### src/rtl/apb_master_arbiter.sv
// Round-robin arbiter that shares one APB4 master port between NUM_REQ local
// requesters, sequencing SETUP/ACCESS with PREADY wait states and a timeout.
module apb_master_arbiter #(
  parameter int NUM_REQ    = 4,
  parameter int ADDR_WIDTH = 32,
  parameter int DATA_WIDTH = 32,
  parameter int STRB_WIDTH = DATA_WIDTH / 8,
  parameter int TIMEOUT    = 16
) (
  input  logic                             PCLK,
  input  logic                             PRESET,
  input  logic [NUM_REQ-1:0]               req_valid,
  output logic [NUM_REQ-1:0]               req_ready,
  input  logic [NUM_REQ-1:0]               req_write,
  input  logic [NUM_REQ*ADDR_WIDTH-1:0]    req_addr,
  input  logic [NUM_REQ*DATA_WIDTH-1:0]    req_wdata,
  input  logic [NUM_REQ*STRB_WIDTH-1:0]    req_strb,
  output logic [NUM_REQ-1:0]               rsp_valid,
  output logic [DATA_WIDTH-1:0]            rsp_rdata,
  output logic                             rsp_err,
  output logic                             PSEL,
  output logic                             PENABLE,
  output logic                             PWRITE,
  output logic [ADDR_WIDTH-1:0]            PADDR,
  output logic [DATA_WIDTH-1:0]            PWDATA,
  output logic [STRB_WIDTH-1:0]            PSTRB,
  input  logic [DATA_WIDTH-1:0]            PRDATA,
  input  logic                             PREADY,
  input  logic                             PSLVERR,
  output logic [1:0]                       dbg_state
);

  // Handshake: a command is taken when req_valid[i] and req_ready[i] are both
  // high in the same cycle; req_ready is a one-cycle pulse driven only in IDLE.
  // rsp_valid[i] is a one-cycle pulse with no back-pressure.

  typedef enum logic [1:0] {
    S_IDLE   = 2'd0,
    S_SETUP  = 2'd1,
    S_ACCESS = 2'd2
  } state_t;

  localparam int PW = (NUM_REQ > 1) ? $clog2(NUM_REQ) : 1;
  localparam int TW = (TIMEOUT > 0) ? $clog2(TIMEOUT + 1) : 1;
  localparam logic [TW-1:0] TMO_LAST = (TIMEOUT > 0) ? TW'(TIMEOUT - 1) : '0;
  localparam logic [PW-1:0] LAST_IDX = PW'(NUM_REQ - 1);

  state_t                  state, next_state;
  logic [PW-1:0]           ptr, g_q, gnt_idx, cand;
  logic                    found, grant, acc_done, acc_tmo, wr_q;
  logic [ADDR_WIDTH-1:0]   addr_q;
  logic [DATA_WIDTH-1:0]   wdata_q;
  logic [STRB_WIDTH-1:0]   strb_q;
  logic [TW-1:0]           timer;

  logic [ADDR_WIDTH-1:0]   addr_a  [NUM_REQ];
  logic [DATA_WIDTH-1:0]   wdata_a [NUM_REQ];
  logic [STRB_WIDTH-1:0]   strb_a  [NUM_REQ];

  for (genvar i = 0; i < NUM_REQ; i++) begin : g_lane
    assign addr_a[i]  = req_addr[i*ADDR_WIDTH +: ADDR_WIDTH];
    assign wdata_a[i] = req_wdata[i*DATA_WIDTH +: DATA_WIDTH];
    assign strb_a[i]  = req_strb[i*STRB_WIDTH +: STRB_WIDTH];
  end

  // First valid requester at or after ptr, wrapping around.
  always_comb begin
    found   = 1'b0;
    gnt_idx = '0;
    cand    = '0;
    for (int k = 0; k < NUM_REQ; k++) begin
      cand = PW'((int'(ptr) + k) % NUM_REQ);
      if (!found && req_valid[cand]) begin
        found   = 1'b1;
        gnt_idx = cand;
      end
    end
  end

  assign grant    = (state == S_IDLE) && found;
  assign acc_done = (state == S_ACCESS) && PREADY;
  assign acc_tmo  = (state == S_ACCESS) && !PREADY && (TIMEOUT != 0) && (timer == TMO_LAST);

  always_ff @(posedge PCLK) begin
    if (PRESET) state <= S_IDLE;
    else        state <= next_state;
  end

  always_comb begin
    next_state = state;
    req_ready  = '0;
    case (state)
      S_IDLE: begin
        if (found) begin
          next_state = S_SETUP;
          if (!PRESET) req_ready[gnt_idx] = 1'b1;
        end
      end
      S_SETUP:  next_state = S_ACCESS;
      S_ACCESS: if (acc_done || acc_tmo) next_state = S_IDLE;
      default:  next_state = S_IDLE;
    endcase
  end

  always_ff @(posedge PCLK) begin
    if (PRESET) begin
      ptr       <= '0;
      g_q       <= '0;
      wr_q      <= 1'b0;
      addr_q    <= '0;
      wdata_q   <= '0;
      strb_q    <= '0;
      timer     <= '0;
      rsp_valid <= '0;
      rsp_rdata <= '0;
      rsp_err   <= 1'b0;
    end else begin
      rsp_valid <= '0;
      rsp_rdata <= '0;
      rsp_err   <= 1'b0;
      if (grant) begin
        g_q     <= gnt_idx;
        ptr     <= (gnt_idx == LAST_IDX) ? '0 : gnt_idx + 1'b1;
        wr_q    <= req_write[gnt_idx];
        addr_q  <= addr_a[gnt_idx];
        // Reads carry zero data and strobes on the bus.
        wdata_q <= req_write[gnt_idx] ? wdata_a[gnt_idx] : '0;
        strb_q  <= req_write[gnt_idx] ? strb_a[gnt_idx] : '0;
      end
      if (state == S_SETUP)                timer <= '0;
      else if (state == S_ACCESS && !PREADY) timer <= timer + 1'b1;
      if (acc_done) begin
        rsp_valid[g_q] <= 1'b1;
        rsp_rdata      <= wr_q ? '0 : PRDATA;
        rsp_err        <= PSLVERR;
      end else if (acc_tmo) begin
        rsp_valid[g_q] <= 1'b1;
        rsp_err        <= 1'b1;
      end
    end
  end

  assign PSEL      = (state == S_SETUP) || (state == S_ACCESS);
  assign PENABLE   = (state == S_ACCESS);
  assign PWRITE    = PSEL ? wr_q    : 1'b0;
  assign PADDR     = PSEL ? addr_q  : '0;
  assign PWDATA    = PSEL ? wdata_q : '0;
  assign PSTRB     = PSEL ? strb_q  : '0;
  assign dbg_state = state;

endmodule
### config.mk
export PLATFORM = sky130hd
export DESIGN_NAME = apb_master_arbiter
export DESIGN_NICKNAME = d
export VERILOG_FILES = /design/src/rtl/apb_master_arbiter.sv
export SDC_FILE = /design/constraint.sdc
export NUM_CORES = 1
export LEC_CHECK = 0
export ABC_AREA = 1
export BUFFER_PORTS_ARGS = -buffer_cell sky130_fd_sc_hd__buf_2
export CAP_MARGIN = 10
export CORE_AREA = 2 2 165 167
export DETAILED_ROUTE_END_ITERATION = 12
export DIE_AREA = 0 0 167 169
export SYNTH_ARGS = -nofsm -noshare
export SYNTH_HDL_FRONTEND = slang
export SYNTH_SLANG_ARGS = --single-unit
### constraint.sdc
create_clock -name PCLK -period 2.2 [get_ports PCLK]
set_clock_uncertainty 0.05 [all_clocks]
set_input_delay 0.33 -clock PCLK [delete_from_list [all_inputs] [get_ports PCLK]]
set_output_delay 0.33 -clock PCLK [all_outputs]
set_load 0.1 [all_outputs]
# [Word-level counts from Yosys, hierarchy flattened]
# Index checks and enable logic that the tools add are counted.
[word_totals] wordCells=100 in_bits=316 reg_bits=117 out_inout_bits=114
[op_classes] eq_ne=6 muxes=48 reduce_logical=19 order_cmp=9 bitwise_logic=2 add_sub_neg=5
[op_table] op="$mux W32" count=7
[op_table] op="$bmux W32 S2" count=2
[op_table] op="$mux W4" count=9
[op_table] op="$lt A2 B3 Y1 const B" count=6
[op_table] op="$mux W1" count=14
[op_table] op="$mux W2" count=7
[op_table] op="$bmux W1 S2" count=5
[op_table] op="$logic_and A1 B1 Y1" count=9
[op_table] op="$bmux W4 S2" count=1
[op_table] op="$pmux W2 S3" count=1
[op_table] op="$add A5 B1 Y5 const B" count=1
[op_table] op="$eq A5 B4 Y1 const B" count=1
[op_table] op="$add A2 B1 Y2 const B" count=2
[op_table] op="$add A2 B2 Y2 const B" count=2
[op_table] op="$demux W1 S2" count=2
[op_table] op="$eq A2 B2 Y1 const B" count=2
[op_table] op="$ge A2 B1 Y1 const B" count=2
[op_table] op="$logic_not A1 Y1" count=4
[op_table] op="$ge A3 B3 Y1 const B" count=1
[op_table] op="$not A2 Y3" count=1
[op_table] op="$reduce_or A3 Y1" count=1
[op_table] op="$eq A2 B1 Y1 const B" count=1
[op_table] op="$logic_not A2 Y1" count=1
[op_table] op="$logic_or A1 B1 Y1" count=2
[op_table] op="5 further kinds" count=5

# [Logic depth before layout (Yosys ltp)]
[logic_depth] depth_word=19 ltp_mapped=19 ltp_nobuf=16

# [Worst setup path before layout]
# Ideal clock, no wire load.
[synth_timing] kind="reg2out" start="register ptr[0]" end="output req_ready[2]" path_stages_with_launch=13 setup_slack_ps=-2480 path_buffers=3 arrival_ps=4300 cell_sequence="dfxtp_1 -> buf_6 -> inv_6 -> nand2_1 -> nand3_1 -> nand2_1 -> nor2_2 -> nand2_1 -> nor2_2 -> nor2_4 -> buf_2 -> buf_2 -> nor4_1"
[synth_via] elab_chain_len=19 elab_cells_between_ends=33
[synth_rtl] element="start, declared" line="49" source="logic [PW-1:0] ptr, g_q, gnt_idx, cand;"
[synth_rtl] element="start signal, assigned" line="123" source="ptr <= (gnt_idx == LAST_IDX) ? '0 : gnt_idx + 1'b1;"
[synth_rtl] element="parallel branches: the longest is 17 deep, another holds $lt A2 B3 Y1"
[synth_rtl] element="$mux W4 (*)" line="94" source="if (found) begin"
[synth_rtl] element="$mux W4 (*)" line="92" source="case (state)"
[synth_rtl] element="end, declared" line="13" source="output logic [NUM_REQ-1:0] req_ready,"
# Every way passes the cells marked *. The select of a mux whose other input is x is not followed.

# [Final worst setup path]
# Ends and elaborated chain as after synthesis.

==> results.md <==
* Status: finished, violations left
* Failing checks: setup timing
* Layout cell share with drive strength beyond 1 at 0.460
* Crit path DAT at 2.32 ns
* # setup viols final at 74
* Sequential fraction of the synthesis area at 0.324
* WL/cell at 14.7 um
* Cell Chain, Critical Path: inv_6 -> nand2_2 -> nand2_4 -> nand2_2 -> nand2_2 -> nor2_4 -> nand2_2 -> nor2_4 -> nor2_4 -> buf_6 -> nor4_4 -> buf_12
* VDD IR-drop max at about 770 uV
* Final period utilization at 1.23
* Fill cells at 2598
* Die area at 28200 um^2
* Largest net degree at the start of global routing at 43
* Power per Cell Area at 1780 nW/um^2
* Buffers from clock root to sink, at most at 2
* TritonCTS clock tree: done
* Worst path slowest cell: dfxtp_4
* Via/cell ratio at 4.40
* Post-layout nets at between 2k and 2.5k
* Final min period at 2.70 ns
* Worst Tran Pin Value at 0.537 ns
* Max Clock Freq at 0.370 GHz
* Detailed Routing Iterations Pass 1 at 5
* Die Y at roughly 170 um
* Clock Latency Late Sink at 0.41 ns
* DR iter-0 viols at 373
* Critical Path Max Stage Delay at 0.41 ns
* Total Routing Usage GR at 0.205
* Reg clk slew, reported paths at 0.06 ns
* Slew headroom at 0.642
* Root Driver: clkbuf_16
* Post-Synthesis Cells at 1262
* Core box area at 26500 um^2
* # IOs at between 400 and 500
* Setup TNS at -12.75 ns
* Setup crit start kind: flip-flop
* Leakage power at ~7.4 nW
* DRC at 0
* Max-cap check violation count at 0
* Die width at 167 um
* WP data required at 1.82 ns
* Detail Placement HPWL at 20.8 mm
* Mapped Area at 7240 um^2
* Yosys warnings at 0
* Starting Density at 0.273
* Post-route ant nets at 0
* Critical path peak fanout at 9
* WL final at 30.8 mm
* Total gr overflow at 0
* Syn_area_per_cell at about 5.7 um^2
* Total number of vias at about 9.2k
* R2r setup slk at -0.26 ns
* Vias in the first global route at 8733
* Total CTS buffers at 17
* RSZ-0062 raised after global routing: true
* Reg2Reg Depth at 18
* Synthesized Nets at 1584
* Power, Total at 24.5 mW
* Final Max Tran Viols at 0
* Initial antenna violation count at 1
* CTS Sinks at roughly 120
* Most used cell, CP: nand2_2
* Number of synthesized register bits at 117
* Final worst slack at -0.501 ns
* Synth cell types at 27
* Area delta synth->final at 89.8%
* CTS H-Tree Depth at 4
* Reg-to-Reg Start: ptr[0]$_SDFFE_PP0P_
* CP endpoint kind: output port
* RR Endpoint: wdata_q[22]$_SDFFE_PP0P_
* Hold depth at 3
* First-pass GRT wire length at 45.9 mm
* HP Class: in -> reg
* Final number of hold-violating endpoints at 0
* IO buf count at between 400 and 500
* FP Rows at 60
* Critical path class: reg -> out
* Hold path startpoint: PRDATA[11]
* Gpl congestion at 0.823
* WHS Endpoint: rsp_rdata[11]$_SDFF_PP0_
## cells in the mapped netlist
master | n | area share
o21ai_1 | 13 | 0.0090
nand2_2 | 2 | 0.0017
clkbuf_1 | 26 | 0.013
nand3_1 | 46 | 0.032
buf_2 | 26 | 0.018
nor2_2 | 4 | 0.0035
inv_6 | 1 | 0.0012
nand3_2 | 3 | 0.0042
o21ai_0 | 60 | 0.042
a211oi_1 | 1 | 0.0010
nand4_1 | 2 | 0.0017
buf_4 | 13 | 0.013
a22oi_1 | 32 | 0.033
inv_2 | 4 | 0.0021
nand2_1 | 571 | 0.30
a31oi_1 | 2 | 0.0017
nor2_1 | 39 | 0.020
ha_1 | 6 | 0.010
dfxtp_1 | 117 | 0.32
buf_6 | 6 | 0.0093
nor2_4 | 2 | 0.0031
inv_1 | 232 | 0.12
nand2_4 | 1 | 0.0016
nor3_1 | 5 | 0.0035
o22ai_1 | 1 | 0.00087
a21oi_1 | 43 | 0.030
nor4_1 | 4 | 0.0035
## per-stage QoR
step / hold WS [ns] / instance area (um^2) / util / cells / worst slack, ns
after detailed placement: 0.395 / 11900 / 0.448 / 2005 / -0.108
after global placement: 0.406 / 11900 / 0.448 / 2005 / -0.0395
after global routing: 0.0449 / 13700 / 0.518 / 2093 / -0.593
after floorplan: 0.373 / 8250 / - / 1262 / -0.626
after CTS: 0.0475 / 13200 / 0.498 / 2070 / -0.485
final: 0.0703 / 13700 / 0.518 / 2093 / -0.501
## per-layer routing
layer,share of wire,vias to the layer above,GRT usage
met5,0,-,0
met2,0.51,272,0.367
met1,0.42,4176,0.247
met3,0.050,28,0.0419
li1,-,4732,-
met4,0.017,0,0.0592
## how the worst max path moves through the flow
| stage | from | to | depth (start not counted) |
|---|---|---|---|
| after floorplan | ptr[0]$_SDFFE_PP0P_ | req_ready[2] | 12 |
| after global placement | ptr[0]$_SDFFE_PP0P_ | req_ready[2] | 12 |
| after detailed placement | ptr[0]$_SDFFE_PP0P_ | wdata_q[8]$_SDFFE_PP0P_ | 16 |
| after CTS | ptr[0]$_SDFFE_PP0P_ | req_ready[2] | 13 |
| after global routing | ptr[1]$_SDFFE_PP0P_ | req_ready[2] | 12 |
| final | ptr[0]$_SDFFE_PP0P_ | req_ready[2] | 12 |
## timing repair
action | CTS | global route
hold buffers | 0 | 0
pin swaps | 11 | 20
cloned | 11 | 9
setup buffers | 24 | 16
setup endpoints to repair | 131 | 133
resized for setup | 107 | 73
## cells in the final DEF, fill, tap and decap left out, drive strengths merged
cell type | Yosys | final
nor4 | 4 | 4
nor2 | 45 | 45
nand3 | 49 | 49
diode | 0 | 1
o21ai | 73 | 73
o22ai | 1 | 1
ha | 6 | 6
dfxtp | 117 | 117
a31oi | 2 | 2
nand2 | 574 | 574
a211oi | 1 | 1
nand4 | 2 | 2
nor3 | 5 | 5
bufbuf | 0 | 2
clkbuf | 26 | 26
a21oi | 43 | 43
a22oi | 32 | 32
clkinv | 0 | 3
inv | 237 | 177
clkinvlp | 0 | 71
buf | 45 | 518
## flip-flops by register name (all words and copies together) (netlist names)
name / flops
ptr: 2
timer: 5
rsp_rdata: 32
strb_q: 4
g_q: 2
rsp_valid: 4
wdata_q: 32
dbg_state: 2
addr_q: 32
rsp_err: 1
wr_q: 1
## power breakdown
part           switching [mW]  internal [mW]
Clock                    1.11           1.50
Combinational            11.1           7.84
Sequential              0.337           2.56
## cells by family (layout without fill, tap and decap cells)
kind of cell               after synthesis  after routing  synth area share
AOI/OAI and AO/OA                      152            152             0.117
DFF                                    117            117             0.324
and+or+nand+nor                        679            679             0.371
buffers and inverters                  308            797             0.178
other                                    0              1                 0
adders and majority gates                6              6            0.0104
## worst max-delay path: cells and delay by family (launching register included)
kind	cells	cell delay, ns
DFF	1	0.41
and+or+nand+nor	9	1.04
buffers and inverters	3	0.43
## final cells by class
cell class | count | area [um^2] | area share
well taps | 341 | 427 | 0.0311
diodes | 1 | 2.50 | 0.000182
multi-input cells | 837 | 4540 | 0.331
flip-flops and latches | 117 | 2350 | 0.171
inverters | 237 | 1170 | 0.0853
clock buffers | 18 | 439 | 0.0320
repair buffers | 528 | 4680 | 0.341
clock inverters | 14 | 115 | 0.00838
Note: power is estimated with default switching activity, not from simulation.
